==> src/rtl/fnd_pkg.sv <==
// rtl/fnd_pkg.sv - shared states, glyphs and helpers for the FND scan controller
package fnd_pkg;

  typedef enum logic [1:0] {
    IDLE  = 2'd0,
    BLANK = 2'd1,
    SHOW  = 2'd2
  } state_t;

  // Active-low glyphs, bit order {dp,g,f,e,d,c,b,a}; dp is off in all of them
  localparam logic [7:0] SEG_0    = 8'hC0;
  localparam logic [7:0] SEG_1    = 8'hF9;
  localparam logic [7:0] SEG_2    = 8'hA4;
  localparam logic [7:0] SEG_3    = 8'hB0;
  localparam logic [7:0] SEG_4    = 8'h99;
  localparam logic [7:0] SEG_5    = 8'h92;
  localparam logic [7:0] SEG_6    = 8'h82;
  localparam logic [7:0] SEG_7    = 8'hF8;
  localparam logic [7:0] SEG_8    = 8'h80;
  localparam logic [7:0] SEG_9    = 8'h90;
  localparam logic [7:0] SEG_DASH = 8'hBF;
  localparam logic [7:0] SEG_OFF  = 8'hFF;

  localparam logic [3:0] DIGIT_OFF = 4'b1111;

  // Active-low one-hot anode enable for a digit index
  function automatic logic [3:0] digit_onehot_n(input logic [1:0] idx);
    return ~(4'b0001 << idx);
  endfunction

endpackage

==> src/rtl/fnd_seg_encoder.sv <==
// rtl/fnd_seg_encoder.sv - BCD digit plus dp to active-low 7-segment pattern
module fnd_seg_encoder (
  input  logic [3:0] bcd,
  input  logic       dp,
  input  logic       blank,
  output logic [7:0] seg
);
  import fnd_pkg::*;

  logic [7:0] glyph;

  // Glyph lookup; non-decimal codes show a dash, a blanked digit keeps only dp
  always_comb begin
    glyph = SEG_DASH;
    case (bcd)
      4'd0:    glyph = SEG_0;
      4'd1:    glyph = SEG_1;
      4'd2:    glyph = SEG_2;
      4'd3:    glyph = SEG_3;
      4'd4:    glyph = SEG_4;
      4'd5:    glyph = SEG_5;
      4'd6:    glyph = SEG_6;
      4'd7:    glyph = SEG_7;
      4'd8:    glyph = SEG_8;
      4'd9:    glyph = SEG_9;
      default: glyph = SEG_DASH;
    endcase
    if (blank) begin
      glyph = SEG_OFF;
    end
    seg = {~dp, glyph[6:0]};
  end

endmodule

==> src/rtl/fnd_scan_controller.sv <==
// rtl/fnd_scan_controller.sv - 4-digit FND scan with blanking and frame-synchronous updates (option: FND_LEADING_ZERO_BLANK_EN)
module fnd_scan_controller #(
  parameter int SCAN_DIV     = 100000,
  parameter int BLANK_CYCLES = 1000
) (
  input  logic        i_clk,
  input  logic        i_reset,
  input  logic        i_en,
  input  logic        i_update,
  input  logic [15:0] i_bcd,
  input  logic [3:0]  i_dp,
  output logic [3:0]  o_digit,
  output logic [7:0]  o_seg,
  output logic [1:0]  o_digit_sel,
  output logic        o_pending,
  output logic        o_frame_done
);
  import fnd_pkg::*;

  localparam int              CNT_W      = $clog2(SCAN_DIV);
  localparam logic [CNT_W-1:0] BLANK_LAST = CNT_W'(BLANK_CYCLES - 1);
  localparam logic [CNT_W-1:0] SLOT_LAST  = CNT_W'(SCAN_DIV - 1);

  state_t             state, state_nxt;
  logic [CNT_W-1:0]   slot_cnt, slot_cnt_nxt;
  logic [1:0]         digit_idx, digit_idx_nxt;
  logic               frame_end;

  logic [15:0]        pend_bcd, disp_bcd;
  logic [3:0]         pend_dp, disp_dp;
  logic               pend_flag;

  logic [3:0]         cur_bcd;
  logic               cur_dp;
  logic               cur_blank;
  logic [7:0]         enc_seg;

  // Scan state, slot counter and digit index
  always_ff @(posedge i_clk) begin
    if (i_reset) begin
      state     <= IDLE;
      slot_cnt  <= '0;
      digit_idx <= '0;
    end else begin
      state     <= state_nxt;
      slot_cnt  <= slot_cnt_nxt;
      digit_idx <= digit_idx_nxt;
    end
  end

  // Next-state: blank window then show window per slot; disable wins over everything
  always_comb begin
    state_nxt     = state;
    slot_cnt_nxt  = slot_cnt;
    digit_idx_nxt = digit_idx;
    frame_end     = 1'b0;
    if (!i_en) begin
      state_nxt     = IDLE;
      slot_cnt_nxt  = '0;
      digit_idx_nxt = '0;
    end else begin
      case (state)
        IDLE: begin
          state_nxt     = BLANK;
          slot_cnt_nxt  = '0;
          digit_idx_nxt = '0;
        end
        BLANK: begin
          slot_cnt_nxt = slot_cnt + 1'b1;
          if (slot_cnt == BLANK_LAST) begin
            state_nxt = SHOW;
          end
        end
        SHOW: begin
          if (slot_cnt == SLOT_LAST) begin
            state_nxt     = BLANK;
            slot_cnt_nxt  = '0;
            digit_idx_nxt = digit_idx + 2'd1;
            frame_end     = (digit_idx == 2'd3);
          end else begin
            slot_cnt_nxt = slot_cnt + 1'b1;
          end
        end
        default: begin
          state_nxt     = IDLE;
          slot_cnt_nxt  = '0;
          digit_idx_nxt = '0;
        end
      endcase
    end
  end

  // Double buffer: strobes land in pending, committed only at the frame boundary
  always_ff @(posedge i_clk) begin
    if (i_reset) begin
      pend_bcd  <= '0;
      pend_dp   <= '0;
      pend_flag <= 1'b0;
      disp_bcd  <= '0;
      disp_dp   <= '0;
    end else if (i_update && (state == IDLE || frame_end)) begin
      disp_bcd  <= i_bcd;
      disp_dp   <= i_dp;
      pend_flag <= 1'b0;
    end else begin
      if (frame_end && pend_flag) begin
        disp_bcd  <= pend_bcd;
        disp_dp   <= pend_dp;
        pend_flag <= 1'b0;
      end
      if (i_update) begin
        pend_bcd  <= i_bcd;
        pend_dp   <= i_dp;
        pend_flag <= 1'b1;
      end
    end
  end

  assign cur_bcd = disp_bcd[{digit_idx, 2'b00} +: 4];
  assign cur_dp  = disp_dp[digit_idx];

`ifdef FND_LEADING_ZERO_BLANK_EN
  // Leading zeros above the selected digit suppress it; digit 0 always shows
  always_comb begin
    cur_blank = 1'b0;
    case (digit_idx)
      2'd3:    cur_blank = (disp_bcd[15:12] == 4'd0);
      2'd2:    cur_blank = (disp_bcd[15:8] == 8'd0);
      2'd1:    cur_blank = (disp_bcd[15:4] == 12'd0);
      default: cur_blank = 1'b0;
    endcase
  end
`else
  assign cur_blank = 1'b0;
`endif

  fnd_seg_encoder u_seg_encoder (
    .bcd   (cur_bcd),
    .dp    (cur_dp),
    .blank (cur_blank),
    .seg   (enc_seg)
  );

  // Registered outputs, one cycle behind the scan state
  always_ff @(posedge i_clk) begin
    if (i_reset) begin
      o_digit      <= DIGIT_OFF;
      o_seg        <= SEG_OFF;
      o_digit_sel  <= '0;
      o_pending    <= 1'b0;
      o_frame_done <= 1'b0;
    end else begin
      o_digit_sel  <= digit_idx;
      o_pending    <= pend_flag;
      o_frame_done <= frame_end;
      if (state == SHOW) begin
        o_digit <= (cur_blank && !cur_dp) ? DIGIT_OFF : digit_onehot_n(digit_idx);
        o_seg   <= enc_seg;
      end else begin
        o_digit <= DIGIT_OFF;
        o_seg   <= SEG_OFF;
      end
    end
  end

endmodule

==> config.mk <==
export PLATFORM = sky130hd
export DESIGN_NAME = fnd_scan_controller
export DESIGN_NICKNAME = d
export VERILOG_FILES = /design/src/rtl/fnd_pkg.sv /design/src/rtl/fnd_seg_encoder.sv /design/src/rtl/fnd_scan_controller.sv
export SDC_FILE = /design/constraint.sdc
export NUM_CORES = 1
export LEC_CHECK = 0
export BUFFER_PORTS_ARGS = -buffer_cell sky130_fd_sc_hd__clkbuf_2
export CAP_MARGIN = 20
export CORE_UTILIZATION = 52
export DETAILED_ROUTE_END_ITERATION = 12
export PLACE_DENSITY_LB_ADDON = 0.1
export SYNTH_ARGS = -nofsm -noshare
export SYNTH_HDL_FRONTEND = slang
export SYNTH_SLANG_ARGS = --single-unit
==> constraint.sdc <==
create_clock -name i_clk -period 1.8 [get_ports i_clk]
set_clock_uncertainty 0.05 [all_clocks]
set_input_delay 0.27 -clock i_clk [delete_from_list [all_inputs] [get_ports i_clk]]
set_output_delay 0.27 -clock i_clk [all_outputs]
set_load 0.005 [all_outputs]
# After elaboration in Yosys (flattened, before gate mapping)

Memory sizes are Yosys's and may differ from the RTL's. A register that Yosys moved wholly into a read port is not among the register bits.
Index checks and enable logic that the tools add are counted.

Bits in registers: 78
ROM bits: 112
Input bits: 24
Output and inout port bits: 16
Logic and storage cells: 62
Memories kept: 1

Memories:

| name             | depth | width | rd ports | clocked after memory_dff | write ports | RTL line              | RTL |
|---|---|---|---|---|---|---|---|
| (name not given) | 16    | 7     | 1        | 1                        | 0           | fnd_seg_encoder.sv:15 | `case (bcd)` |

$add $sub $neg: 2
Order comparisons: 1
Equality and inequality tests: 7
Shift operators: 2
Multiplexer cells: 18
Bitwise logic cells: 6
Reductions and logical operators: 12

Operators with widths:

| kind                    | number |
|---|---|
| $pmux W17 S2            | 1 |
| $mux W16                | 2 |
| $add A17 B1 Y17 const B | 1 |
| $eq A17 B10 Y1 const B  | 1 |
| $eq A17 B17 Y1 const B  | 1 |
| $mux W17                | 1 |
| $shiftx A16 B5 Y4       | 1 |
| $mux W4                 | 2 |
| $mux W1                 | 6 |
| $mux W2                 | 3 |
| $pmux W2 S3             | 1 |
| $reduce_and A2 Y1       | 3 |
| $reduce_or A2 Y1        | 3 |
| $not A1 Y1              | 5 |
| $eq A2 B2 Y1 const B    | 2 |
| $ne A2 B2 Y1 const B    | 2 |
| $not A4 Y4              | 1 |
| $pmux W2 S2             | 1 |
| $reduce_bool A2 Y1      | 2 |
| $shl A1 B2 Y4 const A   | 1 |
| $lt A2 B3 Y1 const B    | 1 |
| $add A2 B1 Y2 const B   | 1 |
| $bmux W1 S2             | 1 |
| $eq A2 B1 Y1 const B    | 1 |
| other kinds (3)         | 4 |

# Longest topological paths before layout

Word-level depth: 8
Gate-level depth with buffers: 9
Depth with buffers taken out: 7

# Hierarchy

A second synthesis with hierarchy kept.

Cells, all modules: 391
Area total of the unflattened synthesis: 3649.8 sq um

By module, submodules not included:

| module              | instances | cells each | area each (sq um) |
|---|---|---|---|
| fnd_scan_controller | 1         | 355        | 3410.8 |
| fnd_seg_encoder     | 1         | 36         | 239.0 |

# Least setup slack after synthesis

No wires, ideal clock.

Path type: register -> register
Start: register slot_cnt[0]
End: register slot_cnt[10]
Setup time: 0.064 ns
Arrival time: 1.840 ns
Slack: -0.154 ns
Stages on the path, launching flop included: 10
Path buffers: 3
Clock period less this slack: 1.954 ns
Path through: dfxtp_1 > ha_1 > and4_1 > buf_2 > nand4_2 > a21oi_2 > or3b_1 > buf_2 > buf_2 > nor2_1

Word-level cells in the longest chain between the ends: 3
Elaborated cells between the ends (all ways): 4
Classes of those cells: add/sub: 1; eq/ne: 1; mux: 2

RTL lines:

| element                                           | RTL line                                                                        | RTL |
|---|---|---|
| start: declaration                                | fnd_scan_controller.sv:25                                                       | `logic [CNT_W-1:0] slot_cnt, slot_cnt_nxt;` |
| start signal: assignment                          | fnd_scan_controller.sv:46                                                       | `slot_cnt <= slot_cnt_nxt;` |
| $add A17 B1 Y17 or $eq A17 B17 Y1 (tied branches) | fnd_scan_controller.sv:69, fnd_scan_controller.sv:81, fnd_scan_controller.sv:75 |  |
| $mux W17                                          | fnd_scan_controller.sv:75                                                       | `if (slot_cnt == SLOT_LAST) begin` |
| $pmux W17 S2 *                                    | fnd_scan_controller.sv:62                                                       | `case (state)` |

Mark *: on every way between the ends. The rest lies on a longest branch, timed or not.
A chain may end at the register's enable or synchronous reset.

# Worst setup path in the final report

Start: register slot_cnt[1]
End: register pend_bcd[4]

Word-level cells in the longest chain between the ends: 8

RTL lines:

| element                     | RTL line                   | RTL |
|---|---|---|
| $eq A17 B17 Y1              | fnd_scan_controller.sv:75  |  |
| $mux W1                     | fnd_scan_controller.sv:75  |  |
| $mux W1                     | fnd_scan_controller.sv:62  |  |
| $mux W1                     | fnd_scan_controller.sv:57  | `if (!i_en) begin` |
| $logic_or A1 B1 Y1          | fnd_scan_controller.sv:101 | `end else if (i_update && (state == IDLE \|\| frame_end)) begin` |
| $logic_and A1 B1 Y1         | fnd_scan_controller.sv:101 |  |
| $not A1 Y1 (no line)        | --                         |  |
| $reduce_and A2 Y1 (no line) | --                         |  |
| end signal: assignment      | fnd_scan_controller.sv:112 | `pend_bcd <= i_bcd;` |
| end: declaration            | fnd_scan_controller.sv:29  | `logic [15:0] pend_bcd, disp_bcd;` |

No other way between the ends.

==> flow_metrics.py <==
metrics = {
    "logic_synthesis": {
        "async_flop_share_pct": 0,
        "synthAdderAreaFrac_pct": 5.193,
        "ys_seq_area_share_pct": 46.29,
        "syn-instance-count": 370,
        "syn_avg_cell_area_um2": 9.117,
        "synth-xor-area-share_pct": 3.895,
        "synth_warnings": 0,
        "synth_area_mm2": 0.003373,
        "synth-compound-area-share_pct": 8.309,
        "synth-simple-area-share_pct": 21.92,
        "synth_nets": 408,
        "synth_top_family_by_area": "simple AND/OR/NAND/NOR gates",
        "ys_ff_latch": 78,
        "synth-edff-count": 0,
        "synth_ff_type": "dfxtp_1",
        "muxShareOfSynthArea_pct": 10.16,
        "synth.distinct_cells": 35,
    },
    "global_routing": {
        "antenna_found_initial": 0,
        "grt_pass1_vias": 2677,
        "grt_start_max_net_pins": 46,
        "grt_usage_pct": 26.39,
        "grt_pass1_wl_um": 13070,
        "overflow": 0,
    },
    "die": {
        "dieArea_mm2": 0.006813,
        "start_util_pct": 55.34,
        "dieHeight_um": 82.54,
        "num_rows": 28,
        "num_io_pins": 40,
        "die_x_um": 82.54,
        "core_area_mm2": 0.006096,
    },
    "clock_network": {
        "cts.path.max_buffers": 2,
        "clock_latency_ns": 0.36,
        "cts_tree": "yes",
        "clk_pin_slew_ns": 0.08,
        "cts_buffers": 9,
        "cts_max_level": 3,
        "clock-sinks": 78,
        "root_buffer": "clkbuf_8",
        "holdBufCountCts": 0,
    },
    "final_layout": {
        "final_nets": 495,
        "synthToLayoutAreaGrowth_pct": 38.72,
        "finish.utilization_pct": 76.77,
        "most-common-layout-cells": "73 x dfxtp_1, 56 x nor2_1, 53 x nand2_1",
        "drive_gt1_share_pct": 38.18,
        "fill_cells": 431,
        "diodes": 0,
        "mostFrequentLayoutCell": "dfxtp_1",
    },
    "timing": {
        "whs_ns": 0.1022,
        "tightest_slew_ns": 0.5141,
        "setup-violations-final": 58,
        "worst_slack_ns": -0.1797,
        "min_period_over_period_pct": 110.0,
        "period_minus_slack_ns": 1.980,
        "drv_slew": 0,
        "grt_setup_unrepaired": "true",
        "tns_ns": -4.772,
        "hold_violations": 0,
        "max_freq_ghz": 0.5051,
        "slew_headroom_pct": 65.73,
    },
    "run": {
        "drv_cap": 0,
    },
    "worst_setup_path": {
        "ff2ff_setup_slack_ns": -0.18,
        "cp_data_required_time_ns": 1.99,
        "critPathLaunchType": "flip-flop",
        "critPathArrivalTime_ns": 2.17,
        "criticalPathCategory": "reg2reg",
        "cp-end-kind": "flip-flop",
        "critical_path_peak_fanout": 10,
    },
    "placed_design": {
        "dp_hpwl_um": 4731,
        "gp_congestion": 0.7872,
        "port_buffers": 39,
    },
    "detailed_routing": {
        "drc": 0,
        "drt-initial-drc-count": 205,
        "firstDrtPassIters": 4,
        "antenna_left": 0,
        "routedWlPerCell_um": 16.66,
        "vias": 3016,
        "vias_per_cell": 5.627,
        "wl_um": 8930,
    },
    "pwr": {
        "powerDensity_mw_per_mm2": 775.2,
        "total_leakage_power_nw": 1.957,
        "p_seq_share_pct": 50.0,
        "vdd_drop_max_mv": 0.5247,
        "clkPwrFrac_pct": 39.2,
        "power.share.combinational_pct": 10.8,
        "p_switching_w": 0.0008786,
        "switching_share_pct": 24.22,
        "cellInternalPower_w": 0.002749,
    },
    "hold_path": {
        "hp-class": "in2reg",
    },
    "run_status": {
        "violations": "negative setup slack",
        "outcome": "finished with violations",
    },
}
==> layer usage <==
metal / track usage (%) / vias up / wire, um
met5: 0 / - / 0
met4: 10.86 / 0 / 211
met3: 6.264 / 21 / 634
met2: 42.15 / 135 / 4327
met1: 34.17 / 1407 / 3756
li1: - / 1453 / -
==> worst paths after layout <==
check / end / startpoint / cells after the start
setup / recovery: pend_bcd[4] / slot_cnt[1] / 9
hold / removal: pend_bcd[0] / i_bcd[0] / 3
setup reg to reg: pend_bcd[4] / slot_cnt[1] / 9
hold reg to reg: disp_bcd[11] / pend_bcd[11] / 2
==> metrics by stage <==
stage          instance area, um2  power (W)  std cells  worst slack (ns)
2_1_floorplan                3445   0.002021        370           0.01199
3_3_place_gp                 3891   0.002107        496          -0.05549
3_5_place_dp                 3891   0.002114        496           -0.1395
4_1_cts                      4408   0.003573        526          -0.05322
5_1_grt                      4679   0.003740        536           -0.2594
6_report                     4679   0.003628        536           -0.1797
==> cell type report <==
class / instances / area (um2) / area share [%]
clock buffer: 9 / 123.9 / 2.647
clock inverter: 6 / 87.58 / 1.872
inverter: 9 / 33.78 / 0.7219
multi-input combinational: 263 / 1949 / 41.66
sequential: 78 / 1568 / 33.50
tap: 75 / 93.84 / 2.005
timing repair buffer: 96 / 823.3 / 17.59
==> power groups by stage <==
stage	Clock (W)	Combinational [W]	Sequential [W]
after global routing	0.00150	0.000422	0.00182
final	0.00142	0.000393	0.00181
after floorplan	0	0.000182	0.00184
after CTS	0.00143	0.000331	0.00181
after detailed placement	0	0.000265	0.00185
after global placement	0	0.000260	0.00185
==> registers in the layout (all words and copies together) (netlist names) <==
register and count:
o_digit 4, pend_bcd 16, slot_cnt 17, state 2, o_digit_sel 2, o_pending 1, pend_flag 1, disp_bcd 16
digit_idx 2, o_frame_done 1, pend_dp 4, o_seg 8, disp_dp 4
==> Yosys cell counts (2+ instances only) <==
cell type	number	area [um2]
a21oi_1	5	25.02
a311oi_1	20	175.2
and2_1	3	18.77
and4_1	4	35.03
and4b_1	2	20.02
buf_2	6	30.03
buf_4	4	30.03
clkbuf_1	13	48.80
dfxtp_1	78	1562
ha_1	14	175.2
inv_1	9	33.78
mux2i_1	23	230.2
mux4_2	5	112.6
nand2_1	58	217.7
nand2b_1	2	12.51
nand3_1	6	30.03
nand4_1	6	37.54
nor2_1	69	259.0
nor2b_1	3	18.77
nor3_1	5	25.02
nor4_1	2	12.51
o21ai_1	7	35.03
xnor2_1	9	78.83
xor2_1	6	52.55
==> worst max-delay path: stages (launching register included) <==
cell and delay (ns):
dfxtp_2 0.35, ha_4 0.13, and4_4 0.21, buf_6 0.10, buf_6 0.09, nand4_4 0.11, o21ai_4 0.29, clkbuf_16 0.25
mux2i_1 0.22, nor2_1 0.07
==> kinds of logic (layout without fill, tap and decap cells) <==
group                    Yosys count  count (layout)
multiplexers                      28              28
XOR/XNOR                          15              15
AO/OA/AOI/OAI                     38              38
AND/OR/NAND/NOR                  165             168
flip-flops                        78              78
adder cells (fa/ha/maj)           14              14
buffers and inverters             32             120
==> timing repair <==
item / 4_1_cts / 5_1_grt
setup buffers: 7 / 7
resized for setup: 35 / 40
cloned: 8 / 3
pin swaps: 8 / 7
endpoints found under the setup margin: 44 / 64
Power figures use the tool's default switching activity.
